===== src/rtl/sh7604_pkg.sv =====
// ---------------------------------------------------------------------------
// sh7604_pkg
// Shared types and constants for the bus state controller refresh logic.
//   rfsh_state_e : refresh sequencer states
//   CKS_*        : RTCSR clock-select codes
//   cks_last()   : last prescaler count of a tick period for a given CKS
//                  (period - 1); returns 0 for CKS_OFF
// ---------------------------------------------------------------------------
package sh7604_pkg;

    typedef enum logic [2:0] {
        RF_IDLE  = 3'd0,
        RF_REQ   = 3'd1,
        RF_PRE   = 3'd2,
        RF_CAS   = 3'd3,
        RF_RAS   = 3'd4,
        RF_SELF  = 3'd5,
        RF_SEXIT = 3'd6
    } rfsh_state_e;

    localparam logic [2:0] CKS_OFF  = 3'b000;
    localparam logic [2:0] CKS_4    = 3'b001;
    localparam logic [2:0] CKS_16   = 3'b010;
    localparam logic [2:0] CKS_64   = 3'b011;
    localparam logic [2:0] CKS_256  = 3'b100;
    localparam logic [2:0] CKS_1024 = 3'b101;
    localparam logic [2:0] CKS_2048 = 3'b110;
    localparam logic [2:0] CKS_4096 = 3'b111;

    localparam logic [11:0] DIV_4_LAST    = 12'd3;
    localparam logic [11:0] DIV_16_LAST   = 12'd15;
    localparam logic [11:0] DIV_64_LAST   = 12'd63;
    localparam logic [11:0] DIV_256_LAST  = 12'd255;
    localparam logic [11:0] DIV_1024_LAST = 12'd1023;
    localparam logic [11:0] DIV_2048_LAST = 12'd2047;
    localparam logic [11:0] DIV_4096_LAST = 12'd4095;

    function automatic logic [11:0] cks_last(input logic [2:0] cks);
        logic [11:0] last;
        case (cks)
            CKS_4:    last = DIV_4_LAST;
            CKS_16:   last = DIV_16_LAST;
            CKS_64:   last = DIV_64_LAST;
            CKS_256:  last = DIV_256_LAST;
            CKS_1024: last = DIV_1024_LAST;
            CKS_2048: last = DIV_2048_LAST;
            CKS_4096: last = DIV_4096_LAST;
            default:  last = 12'd0;
        endcase
        return last;
    endfunction

endpackage


===== src/rtl/rfsh_timer.sv =====
// ---------------------------------------------------------------------------
// rfsh_timer
// Refresh interval timer: 12-bit prescaler feeding the 8-bit RTCNT counter,
// compared against RTCOR. A compare match clears RTCNT and sets CMF.
// Ports:
//   clk, rst_n          clock, asynchronous active-low reset
//   ce_r                clock enable; counting and flag updates need ce_r=1
//   cks                 prescaler select (CKS_OFF stops ticks)
//   rtcor               compare value
//   rtcnt_we, rtcnt_di  counter write (wins over a tick, masks the compare)
//   cmf_clr             clear CMF (a match in the same cycle wins)
//   rtcnt, cmf          counter value and compare-match flag
//   match               one-cycle pulse on a compare match
// ---------------------------------------------------------------------------
module rfsh_timer
    import sh7604_pkg::*;
(
    input  logic       clk,
    input  logic       rst_n,
    input  logic       ce_r,
    input  logic [2:0] cks,
    input  logic [7:0] rtcor,
    input  logic       rtcnt_we,
    input  logic [7:0] rtcnt_di,
    input  logic       cmf_clr,
    output logic [7:0] rtcnt,
    output logic       cmf,
    output logic       match
);

    logic [11:0] presc;
    logic [2:0]  cks_q;
    logic        cks_chg;
    logic        tick;

    // cks_q follows CKS every clock so a select change is seen even while
    // ce_r is low; the change clears the prescaler instead of counting.
    assign cks_chg = (cks != cks_q);
    assign tick    = ce_r && (cks != CKS_OFF) && !cks_chg && (presc == cks_last(cks));
    assign match   = tick && !rtcnt_we && (rtcnt == rtcor);

    always_ff @(posedge clk or negedge rst_n) begin
        if (!rst_n) begin
            cks_q <= CKS_OFF;
            presc <= 12'd0;
        end else begin
            cks_q <= cks;
            if (cks_chg || (ce_r && ((cks == CKS_OFF) || tick))) begin
                presc <= 12'd0;
            end else if (ce_r) begin
                presc <= presc + 12'd1;
            end
        end
    end

    always_ff @(posedge clk or negedge rst_n) begin
        if (!rst_n) begin
            rtcnt <= 8'd0;
            cmf   <= 1'b0;
        end else if (ce_r) begin
            if (rtcnt_we) begin
                rtcnt <= rtcnt_di;
            end else if (match) begin
                rtcnt <= 8'd0;
            end else if (tick) begin
                rtcnt <= rtcnt + 8'd1;
            end

            if (match) begin
                cmf <= 1'b1;
            end else if (cmf_clr) begin
                cmf <= 1'b0;
            end
        end
    end

endmodule


===== src/rtl/bsc_rfsh_ctrl.sv =====
// ---------------------------------------------------------------------------
// bsc_rfsh_ctrl
// DRAM refresh controller of the bus state controller: interval timer,
// pending-refresh counter and the CBR / self-refresh bus sequencer.
// Ports:
//   CLK, RST_N, CE_R    clock, async active-low reset, rising-phase enable
//   CKS, CMIE           RTCSR clock select and compare-match irq enable
//   RFSH, RMODE         MCR refresh enable and mode (0 CBR, 1 self-refresh)
//   TRP, TRAS           MCR precharge (TRP+1) and RAS low (TRAS+2) cycles
//   RTCOR               compare value
//   RTCNT_WE/RTCNT_DI   counter write
//   CMF_CLR             clear compare-match flag
//   RFSH_GNT            bus grant (level)
//   RTCNT, CMF, IRQ     timer state and interrupt (CMF & CMIE)
//   RFSH_REQ            bus request, high only while waiting for the grant
//   RFSH_BUSY           refresh owns the bus
//   RFSH_RAS_N/CAS_N    refresh strobes
//   RFSH_DONE           one-CE_R pulse after a CBR cycle
// Handshake: RFSH_REQ is a level request held until a CE_R cycle sees
// RFSH_GNT=1; that cycle is the accept, and the bus cycle starts on the
// next state (PRE). Dropping RFSH while requesting withdraws the request.
// ---------------------------------------------------------------------------
module bsc_rfsh_ctrl
    import sh7604_pkg::*;
(
    input  logic       CLK,
    input  logic       RST_N,
    input  logic       CE_R,
    input  logic [2:0] CKS,
    input  logic       CMIE,
    input  logic       RFSH,
    input  logic       RMODE,
    input  logic       TRP,
    input  logic [1:0] TRAS,
    input  logic [7:0] RTCOR,
    input  logic       RTCNT_WE,
    input  logic [7:0] RTCNT_DI,
    input  logic       CMF_CLR,
    input  logic       RFSH_GNT,
    output logic [7:0] RTCNT,
    output logic       CMF,
    output logic       IRQ,
    output logic       RFSH_REQ,
    output logic       RFSH_BUSY,
    output logic       RFSH_RAS_N,
    output logic       RFSH_CAS_N,
    output logic       RFSH_DONE
);

    rfsh_state_e state_q, state_d;
    logic [2:0]  cnt_q, cnt_d;
    logic        self_q, self_d;
    logic        done_q, done_d;
    logic [1:0]  pending_q;
    logic        match;
    logic        inc;
    logic        acc;
    logic [2:0]  trp_last;
    logic [2:0]  tras_last;

    rfsh_timer u_timer (
        .clk      (CLK),
        .rst_n    (RST_N),
        .ce_r     (CE_R),
        .cks      (CKS),
        .rtcor    (RTCOR),
        .rtcnt_we (RTCNT_WE),
        .rtcnt_di (RTCNT_DI),
        .cmf_clr  (CMF_CLR),
        .rtcnt    (RTCNT),
        .cmf      (CMF),
        .match    (match)
    );

    assign IRQ = CMF & CMIE;

    // Phase counters run 0..last, so a phase lasts last+1 cycles.
    assign trp_last  = {2'b00, TRP};
    assign tras_last = {1'b0, TRAS} + 3'd1;

    // Refresh owed on a CBR match; repaid when the grant is accepted in CBR mode.
    assign inc = match && RFSH && !RMODE;
    assign acc = (state_q == RF_REQ) && RFSH && RFSH_GNT && !RMODE;

    always_ff @(posedge CLK or negedge RST_N) begin
        if (!RST_N) begin
            pending_q <= 2'd0;
        end else if (CE_R) begin
            if (!RFSH) begin
                pending_q <= 2'd0;
            end else if (inc && !acc) begin
                if (pending_q != 2'd3) pending_q <= pending_q + 2'd1;
            end else if (acc && !inc) begin
                if (pending_q != 2'd0) pending_q <= pending_q - 2'd1;
            end
        end
    end

    always_ff @(posedge CLK or negedge RST_N) begin
        if (!RST_N) begin
            state_q <= RF_IDLE;
            cnt_q   <= 3'd0;
            self_q  <= 1'b0;
            done_q  <= 1'b0;
        end else if (CE_R) begin
            state_q <= state_d;
            cnt_q   <= cnt_d;
            self_q  <= self_d;
            done_q  <= done_d;
        end
    end

    // The mode is latched at the grant so that RMODE changes mid-cycle
    // cannot redirect CAS between the CBR and self-refresh paths.
    always_comb begin
        state_d = state_q;
        cnt_d   = 3'd0;
        self_d  = self_q;
        done_d  = 1'b0;
        case (state_q)
            RF_IDLE: begin
                if ((!RMODE && (pending_q != 2'd0)) || (RFSH && RMODE)) state_d = RF_REQ;
            end
            RF_REQ: begin
                if (!RFSH) begin
                    state_d = RF_IDLE;
                end else if (RFSH_GNT) begin
                    state_d = RF_PRE;
                    self_d  = RMODE;
                end
            end
            RF_PRE: begin
                if (cnt_q == trp_last) state_d = RF_CAS;
                else                   cnt_d   = cnt_q + 3'd1;
            end
            RF_CAS: begin
                state_d = self_q ? RF_SELF : RF_RAS;
            end
            RF_RAS: begin
                if (cnt_q == tras_last) begin
                    state_d = RF_IDLE;
                    done_d  = 1'b1;
                end else begin
                    cnt_d = cnt_q + 3'd1;
                end
            end
            RF_SELF: begin
                if (!(RFSH && RMODE)) state_d = RF_SEXIT;
            end
            RF_SEXIT: begin
                if (cnt_q == trp_last) state_d = RF_IDLE;
                else                   cnt_d   = cnt_q + 3'd1;
            end
            default: state_d = RF_IDLE;
        endcase
    end

    // Strobes decode the registered state only, so reset releases them
    // as soon as it clears the state register.
    always_comb begin
        RFSH_REQ   = (state_q == RF_REQ);
        RFSH_BUSY  = (state_q != RF_IDLE) && (state_q != RF_REQ);
        RFSH_RAS_N = !((state_q == RF_RAS) || (state_q == RF_SELF));
        RFSH_CAS_N = !((state_q == RF_CAS) || (state_q == RF_RAS) || (state_q == RF_SELF));
        RFSH_DONE  = done_q;
    end

endmodule


===== config.mk =====
export PLATFORM = sky130hd
export DESIGN_NAME = bsc_rfsh_ctrl
export DESIGN_NICKNAME = d
export VERILOG_FILES = /design/src/rtl/sh7604_pkg.sv /design/src/rtl/rfsh_timer.sv /design/src/rtl/bsc_rfsh_ctrl.sv
export SDC_FILE = /design/constraint.sdc
export NUM_CORES = 1
export LEC_CHECK = 0
export ABC_AREA = 1
export CAP_MARGIN = 5
export CORE_MARGIN = 5
export CORE_UTILIZATION = 50
export CTS_CLUSTER_DIAMETER = 50
export DETAILED_ROUTE_END_ITERATION = 7
export PLACE_DENSITY = 0.87
export SLEW_MARGIN = 20
export SYNTH_ARGS = -nofsm -noshare
export SYNTH_HDL_FRONTEND = slang
export SYNTH_HIERARCHICAL = 1
export SYNTH_SLANG_ARGS = --single-unit

===== constraint.sdc =====
create_clock -name CLK -period 3.7 [get_ports CLK]
set_input_delay 0.74 -clock CLK [delete_from_list [all_inputs] [get_ports CLK]]
set_output_delay 0.74 -clock CLK [all_outputs]
set_load 0.02 [all_outputs]

Word-level counts from Yosys, hierarchy flattened
Index checks and enable logic that the tools add are counted.
- bits in registers: 34
- bits of input ports: 31
- output and inout bits: 15
- word-level logic and storage cells: 115
- add/subtract/negate cells: 6
- equality and inequality tests: 29
- multiplexer cells: 27
- bitwise gates (word level): 1
- reduce and logical (&&, ||, !) cells: 43
- operators by type and width (cell ; number):
    case mux 12 bit (7 select lines) ; 1
    2-to-1 mux 3 bit ; 9
    2-to-1 mux 12 bit ; 2
    2-to-1 mux 8 bit ; 3
    == test 3 bit, second input constant ; 7
    case mux 3 bit (7 select lines) ; 1
    logical AND 1 bit ; 16
    adder 12 x 1 -> 12 bit, second input constant ; 1
    == test 12 bit ; 1
    == test 3 x 2 -> 1 bit, second input constant ; 4
    != test 2 bit, second input constant ; 6
    2-to-1 mux 2 bit ; 5
    != test 3 x 1 -> 1 bit, second input constant ; 3
    nonzero test 3 bit ; 3
    adder 8 x 1 -> 8 bit, second input constant ; 1
    == test 8 bit ; 1
    AND reduction 4 bit ; 2
    zero test 1 bit ; 7
    AND reduction 7 bit ; 1
    == test 3 x 1 -> 1 bit, second input constant ; 2
    zero test 3 bit ; 2
    logical OR 1 bit ; 6
    case mux 3 bit (2 select lines) ; 1
    nonzero test 2 bit ; 3
    13 further kinds ; 18

Longest topological paths before layout
- depth after elaboration: 13
- depth in mapped cells: 19
- depth with buffers taken out: 18

Hierarchy
The synthesis kept the hierarchy.
- by module, submodules not included (module ; times used ; cells an instance ; area an instance (um^2)):
    rfsh_timer ; 1 ; 290 ; 1881.8
    bsc_rfsh_ctrl ; 1 ; 120 ; 753.2

Worst setup path before layout
OpenSTA, ideal clock, no wires.
- path type: input to register
- start: input CKS[2]
- end: register pending_q[1]
- data arrival time: 2.288 ns
- data required time: 3.584 ns
- setup slack: 1.296 ns
- cell stages on the path: 19
- path buffers: 1
- cells stage by stage: buf_6 -> nor2_2 -> nand2_4 -> nand2_2 -> nand2_2 -> nor2_2 -> nand2_2 -> nor2_4 -> inv_2 -> nor3_1 -> nand2_1 -> nor2_2 -> nor2_1 -> inv_1 -> nor2_1 -> nor2_1 -> nor2_1 -> nand2_1 -> nand2_1
- cells in the longest elaborated chain, start to end: 12
- elaborated cells on any way between the ends: 28
- ends and longest elaborated chain (item ; RTL line ; RTL):
    start, declared ; bsc_rfsh_ctrl.sv:29 ; input logic [2:0] CKS,
    == test 3 bit, or another cell as far along ; sh7604_pkg.sv:40 ; case (cks)
    case mux 12 bit (7 select lines), or another cell as far along ; sh7604_pkg.sv:40 ;
    == test 12 bit or logical AND 1 bit (tied branches) ; rfsh_timer.sv:39 ; assign tick = ce_r && (cks != CKS_OFF) && !cks_chg && (presc == cks_last(cks));
    logical AND 1 bit (*) ; rfsh_timer.sv:39 ;
    logical AND 1 bit (*) (2 in a row) ; rfsh_timer.sv:40 ; assign match = tick && !rtcnt_we && (rtcnt == rtcor);
    named net match ; bsc_rfsh_ctrl.sv:55 ; logic match;
    logical AND 1 bit (*) (2 in a row) ; bsc_rfsh_ctrl.sv:82 ; assign inc = match && RFSH && !RMODE;
    zero test 1 bit ; bsc_rfsh_ctrl.sv:93 ; end else if (acc && !inc) begin
    logical AND 1 bit ; bsc_rfsh_ctrl.sv:93 ;
    != test 3 x 1 -> 1 bit (no line) ; -- ;
    AND reduction 4 bit (no line) ; -- ;
    end signal, assigned ; bsc_rfsh_ctrl.sv:92 ; if (pending_q != 2'd3) pending_q <= pending_q + 2'd1;
    end signal, assigned ; bsc_rfsh_ctrl.sv:94 ; if (pending_q != 2'd0) pending_q <= pending_q - 2'd1;
    end, declared ; bsc_rfsh_ctrl.sv:54 ; logic [1:0] pending_q;
Mark *: on every way through the listed nets, which the timed path passes. The rest lies on a longest branch.
A chain may end at the register's enable or synchronous reset.

Worst setup path after layout
Ends and elaborated chain as after synthesis.

==> run metrics <==
clock share of power=0.272; Worst path max stage delay=between 0.6 and 0.7 ns; # hold bufs at CTS=0; most frequent CP cell=nor2_1; clk buf depth=2; Fin Setup TNS=0 ns; vias per cell=about 5; Psw=441 uW; worst hold stages=2; Die X=about 83 um; number of CTS-inserted buffers=5; final setup fails=0; Filler cells=between 400 and 500; register share of total power=0.380; slowest cell on the critical path=clkdlybuf4s50_1; outcome=finished clean; worst r2r path cells=17; PwrDens=roughly 380 nW/um2; post-route clock period utilization=0.789; Setup Buffers After CTS=0; register area share after synthesis=0.323; Residual DRC=0; GPL Wtd Cong=0.913; Antenna Cells=0; initial antenna violation count=0; number of synthesized flops with an enable pin=0; Final Max Tran Viols=0; Synth top area share=0.323; top-count cell post-synth=nand2_1; HPWL Detailed=~5 mm; Finished Layout Cells=between 500 and 600; Core Area=~5000 um2; Critical Path Fanout Max=10; Final Instance Area=3270 um2; # nets final=494; IO Count=46; Comb power frac=0.348; first-pass GRT wire length=10.8 mm; First-pass DRT Iterations=5; skew final=about 0.012 ns; worst r2r src=u_timer/presc[6]$_DFFE_PN0P_; reg2reg setup slack=around 1.4 ns; Final Hold Viols=0; largest net degree at the start of global routing=35; Yosys warnings=6; cells after synthesis=410; ys flop type=dfrtp_1; Power Internal=between 700 and 800 uW; Initial Utilization=0.516; largest cells by area after synthesis=dfrtp_1 (32%), nand2_1 (22%), inv_1 (7.4%); pre-CTS WS=between 0.4 and 0.5 ns; worst path arrival time=slightly above 3 ns; Tmin final=2.92 ns; Clock Sinks=34; number of DRC violations after detailed-routing iteration 0=160; final WL=between 6 and 7 mm; final hold slack=~0.5 ns; total power draw=approximately 1.2 mW; crit-path cells=clkdlybuf4s50_1 > inv_2 > o21ai_1 > nand2_1 > nor2_1 > nand3_1 > nor2_4 > inv_2 > nor3_1 > nand2_1 > nor2_2 > nor2_1 > inv_1 > nor2_1 > nor2_1 > nor2_1 > nand2_1 > nand2_1; Worst EP required=3.88 ns; CP Capture Point=pending_q[1]$_DFFE_PN0P_; slew margin rel.=0.551; worst skew pair latency=~0.29 ns; Worst Hold Class=reg2reg; Unique masters post-synth=29; WL/cell=12.0 um; start point of the critical path=CKS[2]; Peak VDD IR=~0.00028 V; Root Driver=clkbuf_8; Post-synth ARST share=1.00; grt total ovfl=0; commonest cells in the netlist=nand2_1 (153), inv_1 (52), nor2_1 (43); Layout area overhead=23.9%; post-layout util=0.639; FF-to-FF End=pending_q[1]$_DFFE_PN0P_; Die Span Y=82.6 um; vias in the first global route=~2500; Mean Syn Cell Area=~6.4 um2; critical path class=in2reg; Final ANT Viol Nets=0; vias=between 2000 and 3000; FF+latch count, synth=34; Clock H-tree levels=2; CTS tree=built; Max Cap Viol=0; syn_nets=445; layout cells sized above 1=0.0739; critical path startpoint category=input port; static leakage=between 1.5 and 2 nW; dpl cells=approximately 520; final worst slack=0.779 ns; DP Area=3160 um2; register clock-pin slew on the reported worst setup and hold paths=about 0.070 ns; Fmax=roughly 340 MHz; post-CTS sizing=0; Die Area=between 6000 and 7000 um2; switch share=0.358; unrepaired setup endpoints after global routing=no; Post-Syn Area=around 2600 um2; # rows=26; Tightest Pin Transition=approximately 0.67 ns; largest area contributor in the netlist=dfrtp_1; element type at the critical path end=flip-flop; Total GRT Usage=0.204; Buffers on Ports=between 40 and 50
==> worst min path at each step <==
| stage | from | endpoint | slack (ns) |
|---|---|---|---|
| 2_1_floorplan | RST_N | RFSH_DONE$_DFFE_PN0P_ | 0.44 |
| 3_3_place_gp | RFSH_DONE$_DFFE_PN0P_ | RFSH_DONE$_DFFE_PN0P_ | 0.47 |
| 3_5_place_dp | RFSH_DONE$_DFFE_PN0P_ | RFSH_DONE$_DFFE_PN0P_ | 0.49 |
| 4_1_cts | RFSH_DONE$_DFFE_PN0P_ | RFSH_DONE$_DFFE_PN0P_ | 0.50 |
| 5_1_grt | RFSH_DONE$_DFFE_PN0P_ | RFSH_DONE$_DFFE_PN0P_ | 0.53 |
| 6_report | RFSH_DONE$_DFFE_PN0P_ | RFSH_DONE$_DFFE_PN0P_ | 0.49 |
==> state kept, by name, summed over array words and instances, names as in the netlist <==
| register | count |
|---|---|
| u_timer/presc | 12 |
| u_timer/rtcnt | 8 |
| cnt_q | 3 |
| state_q | 3 |
| u_timer/cmf | 1 |
| self_q | 1 |
| pending_q | 2 |
| RFSH_DONE | 1 |
| u_timer/cks_q | 3 |
==> critical path: cells and delay by family <==
| family | cells | cell delay (ns) |
|---|---|---|
| simple gates | 13 | 1.28 |
| buf+inv | 4 | 0.94 |
| compound gates | 1 | 0.12 |
==> metal layers <==
layer,vias up,part of all wire,global-route usage
met5,-,0,0
met4,0,0.0096,0.0507
met3,5,0.058,0.0401
met2,62,0.48,0.339
met1,1224,0.45,0.272
li1,1379,-,-
==> power groups by stage <==
stage / clock, mW / combinational (mW) / sequential, mW
final: 0.336 / 0.430 / 0.469
after global routing: 0.364 / 0.481 / 0.476
after CTS: 0.341 / 0.431 / 0.468
after detailed placement: 0 / 0.429 / 0.475
after global placement: 0 / 0.415 / 0.473
after floorplan: 0 / 0.253 / 0.481
==> area by class of cell <==
cell class | count | area (um2) | share of cell area
multi-input combinational | 315 | 1540 | 0.471
sequential | 34 | 851 | 0.261
timing repair buffer | 48 | 473 | 0.145
inverter | 55 | 206 | 0.0632
tap | 70 | 87.6 | 0.0268
clock buffer | 5 | 68.8 | 0.0211
clock inverter | 3 | 40.0 | 0.0123
==> cells in the final DEF, fill, tap and decap left out <==
| master | netlist | layout |
|---|---|---|
| clkinv_2 | 0 | 2 |
| o21ai_1 | 6 | 6 |
| clkbuf_8 | 0 | 5 |
| nor2_1 | 43 | 43 |
| ha_1 | 4 | 4 |
| bufinv_16 | 0 | 1 |
| dfrtp_1 | 34 | 34 |
| nor2_4 | 1 | 1 |
| a21oi_1 | 10 | 10 |
| a21oi_2 | 1 | 1 |
| nand3_2 | 1 | 1 |
| o21ai_0 | 10 | 10 |
| nand4_1 | 15 | 15 |
| nor3_1 | 4 | 4 |
| xnor2_1 | 8 | 8 |
| nand2_4 | 1 | 1 |
| xor2_1 | 15 | 15 |
| nand2_1 | 153 | 153 |
| clkdlybuf4s50_1 | 0 | 45 |
| nand2_2 | 5 | 5 |
| inv_1 | 52 | 52 |
| nor3_2 | 1 | 1 |
| inv_2 | 3 | 3 |
| nand3_1 | 25 | 25 |
| nor2_2 | 7 | 7 |
| nand4_2 | 1 | 1 |
| nor2_8 | 1 | 1 |
| buf_4 | 2 | 3 |
| o21bai_1 | 2 | 2 |
| o21ai_2 | 1 | 1 |
==> kinds of logic (layout without fill, tap and decap cells) <==
logic type,after synthesis,in the layout,synth area share
xor gates and xnor gates,23,23,0.0765
and+or+nand+nor,258,258,0.427
DFF,34,34,0.323
AOI/OAI and AO/OA,30,30,0.0617
buffers and inverters,61,111,0.0931
adders and majority gates,4,4,0.0190
Note: power is estimated with default switching activity, not from simulation.
